===== src/rtl/alu_arb_pkg.sv =====
// Shared types for the ALU share arbiter: FSM states, opcode and captured flag layout.
package alu_arb_pkg;

  localparam int unsigned ALU_ARB_WIDTH = 32;

  typedef enum logic [1:0] {
    IDLE = 2'd0,
    EXEC = 2'd1,
    RESP = 2'd2
  } arb_state_e;

  typedef logic [2:0] alu_op_t;

  typedef struct packed {
    logic o;
    logic c;
    logic z;
    logic n;
  } alu_flags_t;

endpackage


===== src/rtl/rr_arbiter.sv =====
// Rotate-priority picker: first asserted request at or after ptr_i wins; purely combinational.
module rr_arbiter #(
  parameter int unsigned NREQ = 2,
  parameter int unsigned IW   = 1
) (
  input  logic [NREQ-1:0] req_i,
  input  logic [IW-1:0]   ptr_i,
  output logic [NREQ-1:0] gnt_o,
  output logic [IW-1:0]   idx_o,
  output logic            any_o
);

  logic found;

  always_comb begin
    gnt_o = '0;
    idx_o = '0;
    found = 1'b0;
    for (int i = 0; i < int'(NREQ); i++) begin
      if (!found && req_i[(int'(ptr_i) + i) % int'(NREQ)]) begin
        gnt_o[(int'(ptr_i) + i) % int'(NREQ)] = 1'b1;
        idx_o = IW'((int'(ptr_i) + i) % int'(NREQ));
        found = 1'b1;
      end
    end
  end

  assign any_o = found;

endmodule


===== src/rtl/alu_share_arbiter.sv =====
// Round-robin sharing of one combinational ALU; accept->rsp_valid is 2 cycles, one op in flight.
// Response is held until the granted requester takes it (or dropped after RSP_TIMEOUT with ALU_ARB_TIMEOUT_EN).
module alu_share_arbiter
  import alu_arb_pkg::*;
#(
  parameter int unsigned NREQ        = 2,
  parameter int unsigned WIDTH       = ALU_ARB_WIDTH,
  parameter int unsigned RSP_TIMEOUT = 255
) (
  input  logic                       clk,
  input  logic                       rst_n,
  input  logic [NREQ-1:0]            req_valid,
  output logic [NREQ-1:0]            req_ready,
  input  logic [NREQ-1:0][WIDTH-1:0] req_a,
  input  logic [NREQ-1:0][WIDTH-1:0] req_b,
  input  alu_op_t [NREQ-1:0]         req_op,
  output logic [NREQ-1:0]            rsp_valid,
  input  logic [NREQ-1:0]            rsp_ready,
  output logic [WIDTH-1:0]           rsp_y,
  output alu_flags_t                 rsp_flags,
  output logic [WIDTH-1:0]           alu_a,
  output logic [WIDTH-1:0]           alu_b,
  output alu_op_t                    alu_op,
  input  logic [WIDTH-1:0]           alu_y,
  input  logic                       alu_o,
  input  logic                       alu_c,
  input  logic                       alu_z,
  input  logic                       alu_n,
  output logic                       rsp_timeout
);

  localparam int unsigned IW = (NREQ > 1) ? $clog2(NREQ) : 1;

  if (NREQ < 2 || NREQ > 8) begin : g_bad_nreq
    $error("alu_share_arbiter: NREQ must be 2..8");
  end
  if (RSP_TIMEOUT < 1 || RSP_TIMEOUT > 256) begin : g_bad_tmo
    $error("alu_share_arbiter: RSP_TIMEOUT must fit the 8-bit response counter");
  end

  arb_state_e       state_q;
  logic [IW-1:0]    rr_ptr_q, rr_ptr_d, grant_q;
  logic [NREQ-1:0]  rsp_valid_q;
  logic [WIDTH-1:0] alu_a_q, alu_b_q, rsp_y_q;
  alu_op_t          alu_op_q;
  alu_flags_t       rsp_flags_q;

  logic [NREQ-1:0]  win_gnt;
  logic [IW-1:0]    win_idx;
  logic             win_any;

  rr_arbiter #(.NREQ(NREQ), .IW(IW)) u_rr (
    .req_i (req_valid),
    .ptr_i (rr_ptr_q),
    .gnt_o (win_gnt),
    .idx_o (win_idx),
    .any_o (win_any)
  );

  // Gated by rst_n so every output reads 0 while reset is held.
  assign req_ready = (rst_n && state_q == IDLE) ? win_gnt : '0;
  assign rr_ptr_d  = (grant_q == IW'(NREQ - 1)) ? '0 : grant_q + 1'b1;

`ifdef ALU_ARB_TIMEOUT_EN
  logic [7:0] tmo_cnt_q;
  logic       rsp_timeout_q;
  assign rsp_timeout = rsp_timeout_q;
`else
  assign rsp_timeout = 1'b0;
`endif

  always_ff @(posedge clk or negedge rst_n) begin
    if (!rst_n) begin
      state_q     <= IDLE;
      rr_ptr_q    <= '0;
      grant_q     <= '0;
      rsp_valid_q <= '0;
      alu_a_q     <= '0;
      alu_b_q     <= '0;
      alu_op_q    <= '0;
      rsp_y_q     <= '0;
      rsp_flags_q <= '0;
`ifdef ALU_ARB_TIMEOUT_EN
      tmo_cnt_q     <= '0;
      rsp_timeout_q <= 1'b0;
`endif
    end else begin
`ifdef ALU_ARB_TIMEOUT_EN
      rsp_timeout_q <= 1'b0;
`endif
      case (state_q)
        IDLE: begin
          if (win_any) begin
            alu_a_q  <= req_a[win_idx];
            alu_b_q  <= req_b[win_idx];
            alu_op_q <= req_op[win_idx];
            grant_q  <= win_idx;
            state_q  <= EXEC;
          end
        end
        EXEC: begin
          rsp_y_q     <= alu_y;
          rsp_flags_q <= {alu_o, alu_c, alu_z, alu_n};
          rsp_valid_q <= NREQ'(1) << grant_q;
          state_q     <= RESP;
`ifdef ALU_ARB_TIMEOUT_EN
          tmo_cnt_q   <= '0;
`endif
        end
        RESP: begin
          // Only the granted requester's rsp_ready can retire the response.
          if (rsp_ready[grant_q]) begin
            rsp_valid_q <= '0;
            rr_ptr_q    <= rr_ptr_d;
            state_q     <= IDLE;
          end
`ifdef ALU_ARB_TIMEOUT_EN
          else if (tmo_cnt_q == 8'(RSP_TIMEOUT - 1)) begin
            rsp_valid_q   <= '0;
            rr_ptr_q      <= rr_ptr_d;
            rsp_timeout_q <= 1'b1;
            state_q       <= IDLE;
          end else begin
            tmo_cnt_q <= tmo_cnt_q + 8'd1;
          end
`endif
        end
        default: state_q <= IDLE;
      endcase
    end
  end

  assign rsp_valid = rsp_valid_q;
  assign rsp_y     = rsp_y_q;
  assign rsp_flags = rsp_flags_q;
  assign alu_a     = alu_a_q;
  assign alu_b     = alu_b_q;
  assign alu_op    = alu_op_q;

endmodule

===== config.mk =====
export PLATFORM = sky130hd
export DESIGN_NAME = alu_share_arbiter
export DESIGN_NICKNAME = d
export VERILOG_FILES = /design/src/rtl/alu_arb_pkg.sv /design/src/rtl/rr_arbiter.sv /design/src/rtl/alu_share_arbiter.sv
export SDC_FILE = /design/constraint.sdc
export NUM_CORES = 1
export LEC_CHECK = 0
export ABC_CLOCK_PERIOD_IN_PS = 1400
export CAP_MARGIN = 20
export CORE_ASPECT_RATIO = 1.5
export CORE_MARGIN = 8
export CORE_UTILIZATION = 35
export CTS_CLUSTER_DIAMETER = 120
export CTS_CLUSTER_SIZE = 8
export DETAILED_ROUTE_END_ITERATION = 10
export GPL_TIMING_DRIVEN = 0
export PLACE_DENSITY = 0.76
export SETUP_SLACK_MARGIN = 0.05
export SKIP_CTS_REPAIR_TIMING = 1
export SYNTH_ARGS = -nofsm -noshare
export SYNTH_HDL_FRONTEND = slang
export SYNTH_SLANG_ARGS = --single-unit

===== constraint.sdc =====
create_clock -name clk -period 1.4 [get_ports clk]
set_input_delay 0.21 -clock clk [delete_from_list [all_inputs] [get_ports clk]]
set_output_delay 0.21 -clock clk [all_outputs]
set_load 0.02 [all_outputs]

== Word-level counts from Yosys, hierarchy flattened ==
Index checks and enable logic that the tools add are counted.
Storage, ports and cells
  register bits: 109
  input bits: 176
  output and inout bits: 108
  logic and storage cells: 67
Operators by class
  $add $sub $neg: 2
  magnitude comparators: 6
  equality and inequality tests: 4
  shift-type cells: 1
  mux-type cells: 29
  bitwise logic cells: 2
  reductions and logical operators: 11
Operator list (number)
  $mux 32: 4
  $mux 1: 14
  $mux 2: 5
  $reduce_and 2->1: 4
  $lt 1x2->1 const B: 3
  $mux 3: 2
  $pmux 2 s3: 1
  $logic_and 1x1->1: 4
  $pmux 2 s2: 1
  $lt 2x3->1 const B: 1
  $add 1x1->1 const B: 2
  $demux 1 s1: 2
  $eq 2x1->1 const B: 1
  $eq 2x2->1 const B: 1
  $ge 2x1->1 const B: 1
  $logic_not 2->1: 1
  $ne 2x1->1 const B: 1
  $ne 2x2->1 const B: 1
  $or 2x2->2: 1
  $reduce_bool 2->1: 1
  $shl 1x1->2 const A: 1
  $and 1x1->1 const A: 1
  $ge 1x1->1 const B: 1
  $logic_not 1->1: 1

== Depth between registers and ports, before layout ==
Gate-level depths: netlist of the first run.
  depth after elaboration: 9
  gate-level depth with buffers: 8
  mapped depth without buffers: 3

== Modules after synthesis ==
From an unflattened synthesis of the first run, not the netlist that was laid out.
Unflattened totals
  cells, all modules: 402
  area total of the unflattened synthesis: 4835.9 um^2
Modules (own cells, without submodules)
  alu_share_arbiter: instances 1, cells each 397, area each 4803.4 um^2, sequential area each 2727.6 um^2
  rr_arbiter: instances 1, cells each 5, area each 32.5 um^2, sequential area each 0.0 um^2

== Least setup slack after synthesis of the first run ==
Ideal clock, no wire load.
  kind: reg-to-output
  start: reg state_q[0]
  end: out req_ready[0]
  arrival time: 1471 ps
  data required time: 1190 ps
  setup slack: -281 ps
  cell stages (with the launch flop): 5
  buffers on the path: 1
  path through: dfrtp_1 nor2_1 clkbuf_1 nand3_1 a21oi_1
Between the ends
  longest elaborated chain between the ends: 3
RTL lines
  from (decl): line alu_share_arbiter.sv:41  | arb_state_e state_q;
  from (signal assigned): line alu_share_arbiter.sv:74  | state_q <= IDLE;
  from (signal assigned): line alu_share_arbiter.sv:98  | state_q <= EXEC;
  from (signal assigned): line alu_share_arbiter.sv:105  | state_q <= RESP;
  $logic_not 2->1: line alu_share_arbiter.sv:61  | assign req_ready = (rst_n && state_q == IDLE) ? win_gnt : '0;
  $logic_and 1x1->1: line alu_share_arbiter.sv:61
  $mux 2: line alu_share_arbiter.sv:61
  to (decl): line alu_share_arbiter.sv:13  | output logic [NREQ-1:0] req_ready,
No other way between the ends.

== Worst setup path in the final report of the first run ==
  start: reg rr_ptr_q
  end: out req_ready[1]
Between the ends
  longest elaborated chain between the ends: 9
  elaborated cells on any way between the ends: 24
  those cells by class: 1 x add/sub; 4 x order compare; 13 x mux; 2 x bitwise; 4 x reduce/logical
RTL lines
  from (decl): line alu_share_arbiter.sv:42  | logic [IW-1:0] rr_ptr_q, rr_ptr_d, grant_q;
  from (signal assigned): line alu_share_arbiter.sv:114  | rr_ptr_q <= rr_ptr_d;
  $add 1x1->1: line rr_arbiter.sv:20, rr_arbiter.sv:21
  $and 1x1->1 (no line)
  $lt 2x3->1 (not written as such) / $ge 2x1->1 (equally long branches): line rr_arbiter.sv:21  | gnt_o[(int'(ptr_i) + i) % int'(NREQ)] = 1'b1;
  $logic_and 1x1->1 (not written as such): line rr_arbiter.sv:21
  $mux 1 (not written as such): line rr_arbiter.sv:21
  $demux 1 s1
  $or 2x2->2 (no line)
  $mux 2 (*): line rr_arbiter.sv:20  | if (!found && req_i[(int'(ptr_i) + i) % int'(NREQ)]) begin
  $mux 2 (*): line alu_share_arbiter.sv:61
Mark *: on every way between the ends. The rest lies on a longest branch, timed or not. The select of a mux whose other input is x is not followed.

==> out/results.tsv, run 1 <==
metric	value	unit
number of synthesized flops with an enable pin	0	
slowest stage delay, CP	0.45	ns
Initial Util	0.3574	
H-Tree Depth	3	
crit end category	output port	
DR DRC count	0	
Core ar.	0.01399	sq mm
crit path max fanout	4	
half-perimeter wire length after placement	15.82	mm
Hold WS	-0.2366	ns
layout cells sized above 1	0.1152	
P&R area growth vs syn	82.51	%
Cell variety after synth	27	
#FFs+latches synth	109	
clock edge transition at the registers on the reported setup and hold paths	0.08	ns
clock sinks	109	
VDD IR max	0.9979	mV
cell mode on critical path	buf_6	
die span in x	113.6	um
drt wl/cell	19.27	um
Clock Tree Buf Depth	2	
overall power consumption	0.01923	W
Worst-Skew Late Latency	0.35	ns
Mapped Cells	577	
relative slew slack	0.5866	
slowest CP cell	dfrtp_2	
CP cell instances	nor2b_4 -> buf_6 -> nor2_1 -> and3_1 -> buf_6	
final setup violation count	70	
RSZ-0062 raised after global routing	yes	
top_reg_cell synth	dfrtp_1	
Initial DRC Count	204	
FP Rows	53	
nets	1074	
synthesized area per cell	8.667	sq um
total wire length	21.10	mm
Static Leakage	4.659	nW
GRT Util Overall	0.2167	
Tmin final	1.682	ns
fillers	1180	
WS Path Type	reg2out	
Setup WS post-layout	-0.2820	ns
delay-heaviest family, CP	flip-flops	
DRT Pass-1 Iters	4	
Async SR Flop Fraction	1.000	
die footprint	0.01845	sq mm
first-pass GRT wire length	31.40	mm
via-per-instance ratio	5.154	
post-layout util	0.6523	
Final ANT Viol Nets	0	
Worst Setup Start Kind	flop	
Crit path buffers/inverters	2	
Vias	5644	
worst clock skew	0.006307	ns
root buffer cell	clkbuf_16	
CTS tree	done	
Die Y	162.4	um
post-synthesis sequential area ratio	0.5454	
syn nets	753	
total CTS buffers	9	
worst hold path class	in2async	
post-synth design cell area	0.005001	sq mm
P per Cell Area	2106	mW/mm^2
violated checks	hold timing, setup timing	
initial antenna violation count	0	
Data arrival, critical path	1.47	ns
max cap viols	0	
Max Freq	594.5	MHz
CP Data Required Time	1.19	ns
total grt overflow	0	
Worst-Margin Slew	0.6202	ns
Final Cycle Share	1.201	
GP Congestion	0.8346	
vias in the first global route	5704	
Ports	284	
yosys warns	0	
Final Hold Viols	41	
run status	finished with violations	
number of diodes	0	
final max-slew violation count	0	
Port Buffers	281	
largest net degree at the start of global routing	69	
## cells in the mapped netlist, types with 2 or more instances
cell type,count,share of area
buf_2,9,0.0090
o21ai_0,68,0.068
nor2b_1,4,0.0050
a21oi_1,72,0.072
nand2_1,112,0.084
clkbuf_1,43,0.032
nand3_1,68,0.068
buf_6,3,0.0068
a31oi_1,67,0.084
nor2_1,2,0.0015
dfrtp_1,109,0.55
nand2b_1,2,0.0025
buf_1,4,0.0030
## per-stage QoR
stage                     TNS [ns]  instances  worst slack [ns]  cell area, sq um  hold slack (ns)
after detailed placement    -57.40       1051            -1.203              8103           0.1622
final                       -11.20       1095           -0.2820              9128          -0.2366
after CTS                   -52.73       1067            -1.261              8422          -0.2256
after global placement     -529.57       1050            -4.530              8074           0.4572
after global routing        -17.46       1095           -0.3529              9128          -0.2140
after floorplan                  0        577           0.03939              5021         -0.08559
## logic make-up (layout without fill, tap and decap cells)
kind of cell    count (synthesis)  count (layout)  share of synthesized area
compound gates                212             212                     0.2324
simple gates                  192             192                     0.1664
flops                         109             109                     0.5454
buf+inv                        63             389                    0.05504
other cells                     1               1                  0.0007498
## registers in the layout (all words and copies together) (netlist names)
name,cells
alu_a,32
alu_b,32
rsp_y,32
rsp_flags,4
alu_op,3
rsp_valid,2
state_q,2
grant_q,1
rr_ptr_q,1
## worst reg2reg max path, stage by stage (launching register included)
cell and delay [ns]:
dfrtp_2 0.44, nor2_4 0.17, buf_4 0.14, buf_4 0.10, and2_1 0.13, buf_6 0.14, buf_12 0.11, clkbuf_16 0.12
buf_4 0.10, a31oi_1 0.06
## routing by layer
metal	vias to the layer above	share of wire	GRT usage
met5	-	0	0
met4	0	0.038	0.1028
met3	42	0.066	0.05457
met2	216	0.53	0.3888
met1	2691	0.37	0.2316
li1	2695	-	-
## placed cells by master, fill, tap and decap left out, drive strengths merged, types with 3 or more instances in the layout
| cell | Yosys | layout |
|---|---|---|
| clkdlybuf4s50 | 0 | 172 |
| a21oi | 72 | 72 |
| buf | 17 | 57 |
| nor2b | 4 | 4 |
| clkinv | 0 | 3 |
| clkbuf | 44 | 45 |
| inv | 2 | 4 |
| nand2 | 112 | 112 |
| nand3 | 68 | 68 |
| o21ai | 68 | 68 |
| dfrtp | 109 | 109 |
| a31oi | 67 | 67 |
| dlymetal6s2s | 0 | 106 |
## final cells by class
type	count	area [sq um]	share of cell area
Multi-Input combinational cell	405	2041	0.2236
Tap cell	192	240.2	0.02632
Clock inverter	7	93.84	0.01028
Sequential cell	109	2731	0.2992
Inverter	2	7.507	0.0008225
Clock buffer	9	225.2	0.02467
Buffer	60	410.4	0.04496
Timing Repair Buffer	311	3378	0.3701
## report_power, final
| part | switching [W] | internal, W | total, W |
|---|---|---|---|
| clock | 0.00130 | 0.00144 | 0.00274 |
| sequential | 0.000862 | 0.00475 | 0.00562 |
| combinational | 0.00578 | 0.00509 | 0.0109 |
## path summary, 6_finish.rpt
check                        startpoint            to  slack (ns)  cells after the start
setup / recovery               rr_ptr_q  req_ready[1]       -0.28                      5
setup reg to reg             state_q[1]     alu_b[10]       -0.22                      9
max in group asynchronous         rst_n      rr_ptr_q        0.90                      2
min in group clk           req_valid[0]       grant_q        0.32                      3
hold / removal                    rst_n      rsp_y[8]       -0.24                      1
hold reg to reg               rsp_y[12]     rsp_y[12]        0.47                      2
(Power assumes the default switching activity.)
==> run 2: changes to the inputs <==
Settings changed: CELL_PAD_IN_SITES_DETAIL_PLACEMENT set to 1, CELL_PAD_IN_SITES_GLOBAL_PLACEMENT set to 2, CORE_UTILIZATION 35 to 19, PLACE_DENSITY 0.76 to 0.77.
==> run 2 against run 1 <==
Compared with the run above: the run still ends with hold timing, setup timing left; clock skew up 0.0039 ns; register-to-register slack lost 0.03 ns; power is 0.76% lower; final area increased by 0.82%; die area is 73% higher; maximum frequency increased by 1.2%; sequential cell count unchanged; hold slack got worse by 0.019 ns; sequential power about the same; non-clock buffer count is 9 lower; count of clock-buffer cells in the layout rose by 1; global-route usage decreased by 5.9 points; largest power group unchanged; highest routed layer is now met5.
==> out/results.tsv, run 2 (synthesized netlist as in run 1, its figures left out) <==
metric	value	unit	change
run status	finished with violations		
violated checks	hold timing, setup timing		
total CTS buffers	9		unchanged
Final ANT Viol Nets	0		unchanged
Finished Cell Area	0.009203	sq mm	+0.82%
H-Tree Depth	3		unchanged
Max Freq	601.8	MHz	+1.2%
clock edge transition at the registers on the reported setup and hold paths	0.08	ns	about the same
DRT Pass-1 Iters	4		unchanged
worst clock skew	0.01019	ns	+0.003883 ns
GP Congestion	0.7800		-6.5%
clock sinks	109		unchanged
via-per-instance ratio	4.600		-11%
Static Leakage	4.582	nW	-1.7%
Initial Util	0.1934		-0.1640
drt wl/cell	20.96	um	+8.8%
VDD IR max	0.6843	mV	-31%
Vias	5676		+0.57%
max cap viols	0		unchanged
Layout Cells excl Fill	1234		+13%
Ports	284		unchanged
Data arrival, critical path	1.45	ns	-0.02 ns
Tmin final	1.662	ns	-0.02049 ns
slowest CP cell	dfrtp_2		
Worst-Margin Slew	0.6243	ns	+0.004144 ns
GRT Util Overall	0.1574		-0.05930
vias in the first global route	6285		+10%
Clock Tree Buf Depth	2		unchanged
CP Data Required Time	1.19	ns	about the same
crit path max fanout	6		+2
RSZ-0062 raised after global routing	yes		
half-perimeter wire length after placement	19.07	mm	+20%
first-pass GRT wire length	38.56	mm	+23%
cell mode on critical path	buf_6		
WS Path Type	reg2out		
total grt overflow	0		unchanged
layout cells sized above 1	0.1029		-0.01226
Initial DRC Count	185		-9.3%
Core ar.	0.02585	sq mm	+85%
CP cell instances	nor2_4 -> buf_6 -> nand3_2 -> a21oi_2 -> buf_6		
CTS tree	done		
DR DRC count	0		unchanged
crit end category	output port		
Die Y	214.7	um	+32%
root buffer cell	clkbuf_16		
Worst Setup Start Kind	flop		
worst hold path class	in2async		
die footprint	0.03188	sq mm	+73%
Worst-Skew Late Latency	0.37	ns	+0.02 ns
relative slew slack	0.5838		-0.002763
overall power consumption	0.01908	W	-0.76%
Final Cycle Share	1.187		-0.01464
slowest stage delay, CP	0.46	ns	about the same
nets	1065		-0.84%
most frequent cells in the layout	172 x clkdlybuf4s50_1, 112 x nand2_1, 106 x dfrtp_1, 106 x dlymetal6s2s_1, 71 x a21oi_1		
final max-slew violation count	0		unchanged
Hold WS	-0.2553	ns	-0.01874 ns
Cell Count Post-Placement	1192		+13%
Port Buffers	281		unchanged
FP Rows	72		+36%
Post-DP Area	0.008279	sq mm	+2.2%
final setup violation count	69		-1.4%
P per Cell Area	2073	mW/mm^2	-1.6%
commonest non-fill, non-tap cell in the layout	clkdlybuf4s50_1		
fillers	2991		+150%
initial antenna violation count	9		+9
Final Hold Viols	32		-22%
die span in x	148.5	um	+31%
total wire length	25.87	mm	+23%
P&R area growth vs syn	84.01	%	
largest net degree at the start of global routing	80		+16%
Setup WS post-layout	-0.2616	ns	+0.02049 ns
==> run 2: cell type report <==
class	count	area (sq um)	share of cell area
Timing Repair Buffer	301	3316	0.3603
Sequential cell	109	2731	0.2968
Multi-Input combinational cell	405	2033	0.2209
Tap cell	333	416.7	0.04528
Buffer	61	412.9	0.04487
Clock buffer	10	229.0	0.02488
Clock inverter	6	38.79	0.004215
Antenna cell	7	17.52	0.001903
Inverter	2	7.507	0.0008158
==> run 2: path summary, 6_finish.rpt <==
check | slack [ns] | cells after the start | end | from
worst max-delay path | -0.26 | 5 | req_ready[0] | state_q[1]
worst min-delay path | -0.26 | 1 | alu_a[3] | rst_n
worst min register to register | 0.47 | 2 | rsp_y[9] | rsp_y[9]
worst max register to register | -0.25 | 5 | alu_a[26] | rr_ptr_q
max in group asynchronous | 1.05 | 2 | rsp_y[2] | rst_n
min in group clk | 0.24 | 3 | grant_q | req_valid[0]
==> run 2: through the flow <==
| step | util | hold slack (ns) | setup WS (ns) | setup TNS, ns |
|---|---|---|---|---|
| after floorplan | - | -0.08559 | 0.03939 | 0 |
| after global placement | 0.3191 | 0.4569 | -5.057 | -613.24 |
| after detailed placement | 0.3202 | 0.1298 | -1.356 | -70.71 |
| after CTS | 0.3306 | -0.2726 | -1.438 | -70.54 |
| after global routing | 0.3558 | -0.2374 | -0.3500 | -17.88 |
| final | 0.3559 | -0.2553 | -0.2616 | -11.98 |
==> run 2: worst max-delay path, delay by kind of cell (launching register included) <==
kind            cells  cell delay (ns)
buf+inv             2             0.26
simple gates        2             0.24
flops               1             0.46
compound gates      1             0.12
==> run 2: power breakdown <==
group | switching (W) | leakage (nW) | internal [W] | total, W
combinational | 0.00599 | 3.20 | 0.00493 | 0.0109
sequential | 0.000859 | 1.26 | 0.00475 | 0.00561
clock | 0.00133 | 0.129 | 0.00121 | 0.00254
==> run 2: per-layer routing <==
| layer | vias up | track usage | routed length [um] |
|---|---|---|---|
| met3 | 44 | 0.04059 | 1564 |
| met4 | 6 | 0.08666 | 944 |
| li1 | 2680 | - | - |
| met1 | 2758 | 0.1703 | 9697 |
| met2 | 188 | 0.2729 | 13620 |
| met5 | - | 0 | 37 |
==> run 3: changes to the inputs <==
Settings changed: PLACE_DENSITY 0.77 to unset, PLACE_DENSITY_LB_ADDON set to 0.1, REMOVE_ABC_BUFFERS set to 1.
==> run 3 against run 2 <==
Compared with the run above: the flow still finishes with violations (hold timing, setup timing); sequential cell count did not move; sequential power barely moved; cell count fell by 2.8%; hold slack better by 0.063 ns; sequential share of layout area fell by 0.12 points; count of clock-buffer cells in the layout grew 5; non-clock buffer count shrank 44; global-route usage is 0.61 points lower; via count rose by 1.2%; power grew 4.6%; combinational power rose by 8%; final area grew 0.41%.
==> out/results.tsv, run 3 (synthesized netlist as in run 1, its figures left out) <==
metric	value	unit	change
worst hold path class	in2async		
max cap viols	0		unchanged
Core ar.	0.02585	sq mm	unchanged
r2r setup slk	-0.20	ns	+0.05 ns
DRT Pass-1 Iters	4		unchanged
most frequent cells in the layout	172 x clkdlybuf4s50_1, 112 x nand2_1, 106 x dfrtp_1		
run status	finished with violations		
Initial DRC Count	308		+66%
worst clock skew	0.01182	ns	+0.001635 ns
clock edge transition at the registers on the reported setup and hold paths	0.07	ns	about the same
die footprint	0.03188	sq mm	unchanged
RSZ-0062 raised after global routing	yes		
Port Buffers	282		+0.36%
Final ANT Viol Nets	0		unchanged
Initial Util	0.1934		unchanged
Flop pwr share	0.281		-0.013
fillers	2933		-1.9%
Worst-Skew Late Latency	0.37	ns	about the same
die span in x	148.5	um	unchanged
DR DRC count	0		unchanged
R2R Path Start	state_q[1]		
Worst Setup Start Kind	flop		
switch share	0.4382		+0.009326
total CTS buffers	9		unchanged
P&R area growth vs syn	84.76	%	
Final Cycle Share	1.228		+0.04107
clock sinks	109		unchanged
VDD IR max	0.7839	mV	+15%
CTS tree	done		
Internal	0.01121	W	+2.9%
commonest non-fill, non-tap cell in the layout	clkdlybuf4s50_1		
first-pass GRT wire length	37.49	mm	-2.8%
number of diodes	0		-7
total wire length	30.05	mm	+16%
Data arrival, critical path	1.51	ns	+0.06 ns
nets	1038		-2.5%
Ports	284		unchanged
clock power share	0.129		-0.004
FP Rows	72		unchanged
Die Y	214.7	um	unchanged
vias in the first global route	5972		-5.0%
path depth of the worst reg2reg path	6		+1
Hold WS	-0.1925	ns	+0.06276 ns
Clock Tree Buf Depth	2		unchanged
Setup WS post-layout	-0.3190	ns	-0.05749 ns
layout cells sized above 1	0.09919		-0.003716
Max Freq	581.7	MHz	-3.3%
via-per-instance ratio	4.788		+4.1%
CP Data Required Time	1.19	ns	about the same
total grt overflow	0		unchanged
final max-slew violation count	0		unchanged
Reg2Reg Capture Point	alu_a[11]		
H-Tree Depth	3		unchanged
root buffer cell	clkbuf_16		
Worst-Margin Slew	0.8705	ns	+0.2462 ns
Vias	5745		+1.2%
drt wl/cell	25.04	um	+19%
P per Cell Area	2160	mW/mm^2	+4.2%
WS Path Type	reg2out		
post-place setup slack	-1.746	ns	-0.3906 ns
half-perimeter wire length after placement	16.60	mm	-13%
GP Congestion	0.7014		-10%
FF/Latch Area	0.002731	sq mm	unchanged
crit end category	output port		
Multi-input gate area	0.002238	sq mm	+10%
Psw	0.008745	W	+6.9%
largest net degree at the start of global routing	71		-11%
combinational fraction of design power	0.590		+0.017
Final Hold Viols	50		+56%
Total Neg Setup Slack	-9.430	ns	+2.551 ns
crit path max fanout	6		unchanged
Tmin final	1.719	ns	+0.05749 ns
GRT Util Overall	0.1513		-0.006115
final setup violation count	71		+2.9%
violated checks	hold timing, setup timing		
relative slew slack	0.4197		-0.1641
initial antenna violation count	0		-9
Static Leakage	4.589	nW	+0.15%
==> run 3: changes by cell type in the layout (fill, tap and decap cells not counted), sizes merged <==
cell | before | now
clkinvlp | 2 | 0
or2 | 1 | 3
clkbuf | 57 | 20
dlymetal6s2s | 106 | 105
inv | 3 | 2
and2 | 1 | 10
clkinv | 3 | 1
nand2b | 2 | 6
nor2b | 4 | 6
diode | 7 | 0
buf | 37 | 36
==> run 3: worst max-delay path by stage <==
stage	start	to	slack, ns	cells after the start
after global routing	rr_ptr_q	req_ready[1]	-0.38	5
after detailed placement	req_valid[1]	alu_b[3]	-1.75	4
after CTS	req_valid[0]	req_ready[1]	-1.51	6
after global placement	req_valid[1]	alu_b[9]	-6.61	4
after floorplan	state_q[0]	alu_b[9]	-2.91	3
final	rr_ptr_q	req_ready[1]	-0.32	5
==> run 3: power groups by stage <==
stage | Sequential [W] | Combinational (W) | Clock (W)
after floorplan | 0.00743 | 0.00230 | 0
after global placement | 0.00514 | 0.00749 | 0
after detailed placement | 0.00574 | 0.0102 | 0
after CTS | 0.00569 | 0.0103 | 0.00268
after global routing | 0.00583 | 0.0127 | 0.00278
final | 0.00560 | 0.0118 | 0.00257
==> run 3: per-layer routing <==
layer | global-route usage | wire, um | vias up | part of all wire
met2 | 0.2432 | 15030 | 233 | 0.50
met5 | 0 | 0 | - | 0
met1 | 0.1813 | 11910 | 2863 | 0.40
met3 | 0.06309 | 2636 | 23 | 0.088
li1 | - | - | 2626 | -
met4 | 0.04060 | 467 | 0 | 0.016
==> run 3: layout make-up <==
| type | instances | share of cell area |
|---|---|---|
| clock inverter | 1 | 0.0005416 |
| clock buffer | 15 | 0.02898 |
| timing repair buffer | 318 | 0.3865 |
| multi-input combinational | 422 | 0.2422 |
| tap | 333 | 0.04509 |
| inverter | 2 | 0.001083 |
| sequential | 109 | 0.2956 |
==> run 3: worst max-delay path: stages, from the launching register on <==
cell     delay [ns]
dfrtp_2        0.47
nor2b_4        0.19
buf_12         0.12
nor2_2         0.03
and3_1         0.20
buf_6          0.14
==> run 3: per-stage QoR <==
| stage | hold WS (ns) | std cells | utilization | instance area [sq um] | power (W) |
|---|---|---|---|---|---|
| finish | -0.1925 | 1200 | 0.3574 | 9240 | 0.01996 |
| global route | -0.1563 | 1200 | 0.3574 | 9240 | 0.02132 |
| detailed placement | 0.2307 | 1136 | 0.3139 | 8117 | 0.01597 |
| CTS | -0.1696 | 1152 | 0.3245 | 8389 | 0.01864 |
| floorplan | -0.08559 | 516 | - | 4733 | 0.009727 |
| global placement | 0.4598 | 1131 | 0.3084 | 7973 | 0.01263 |
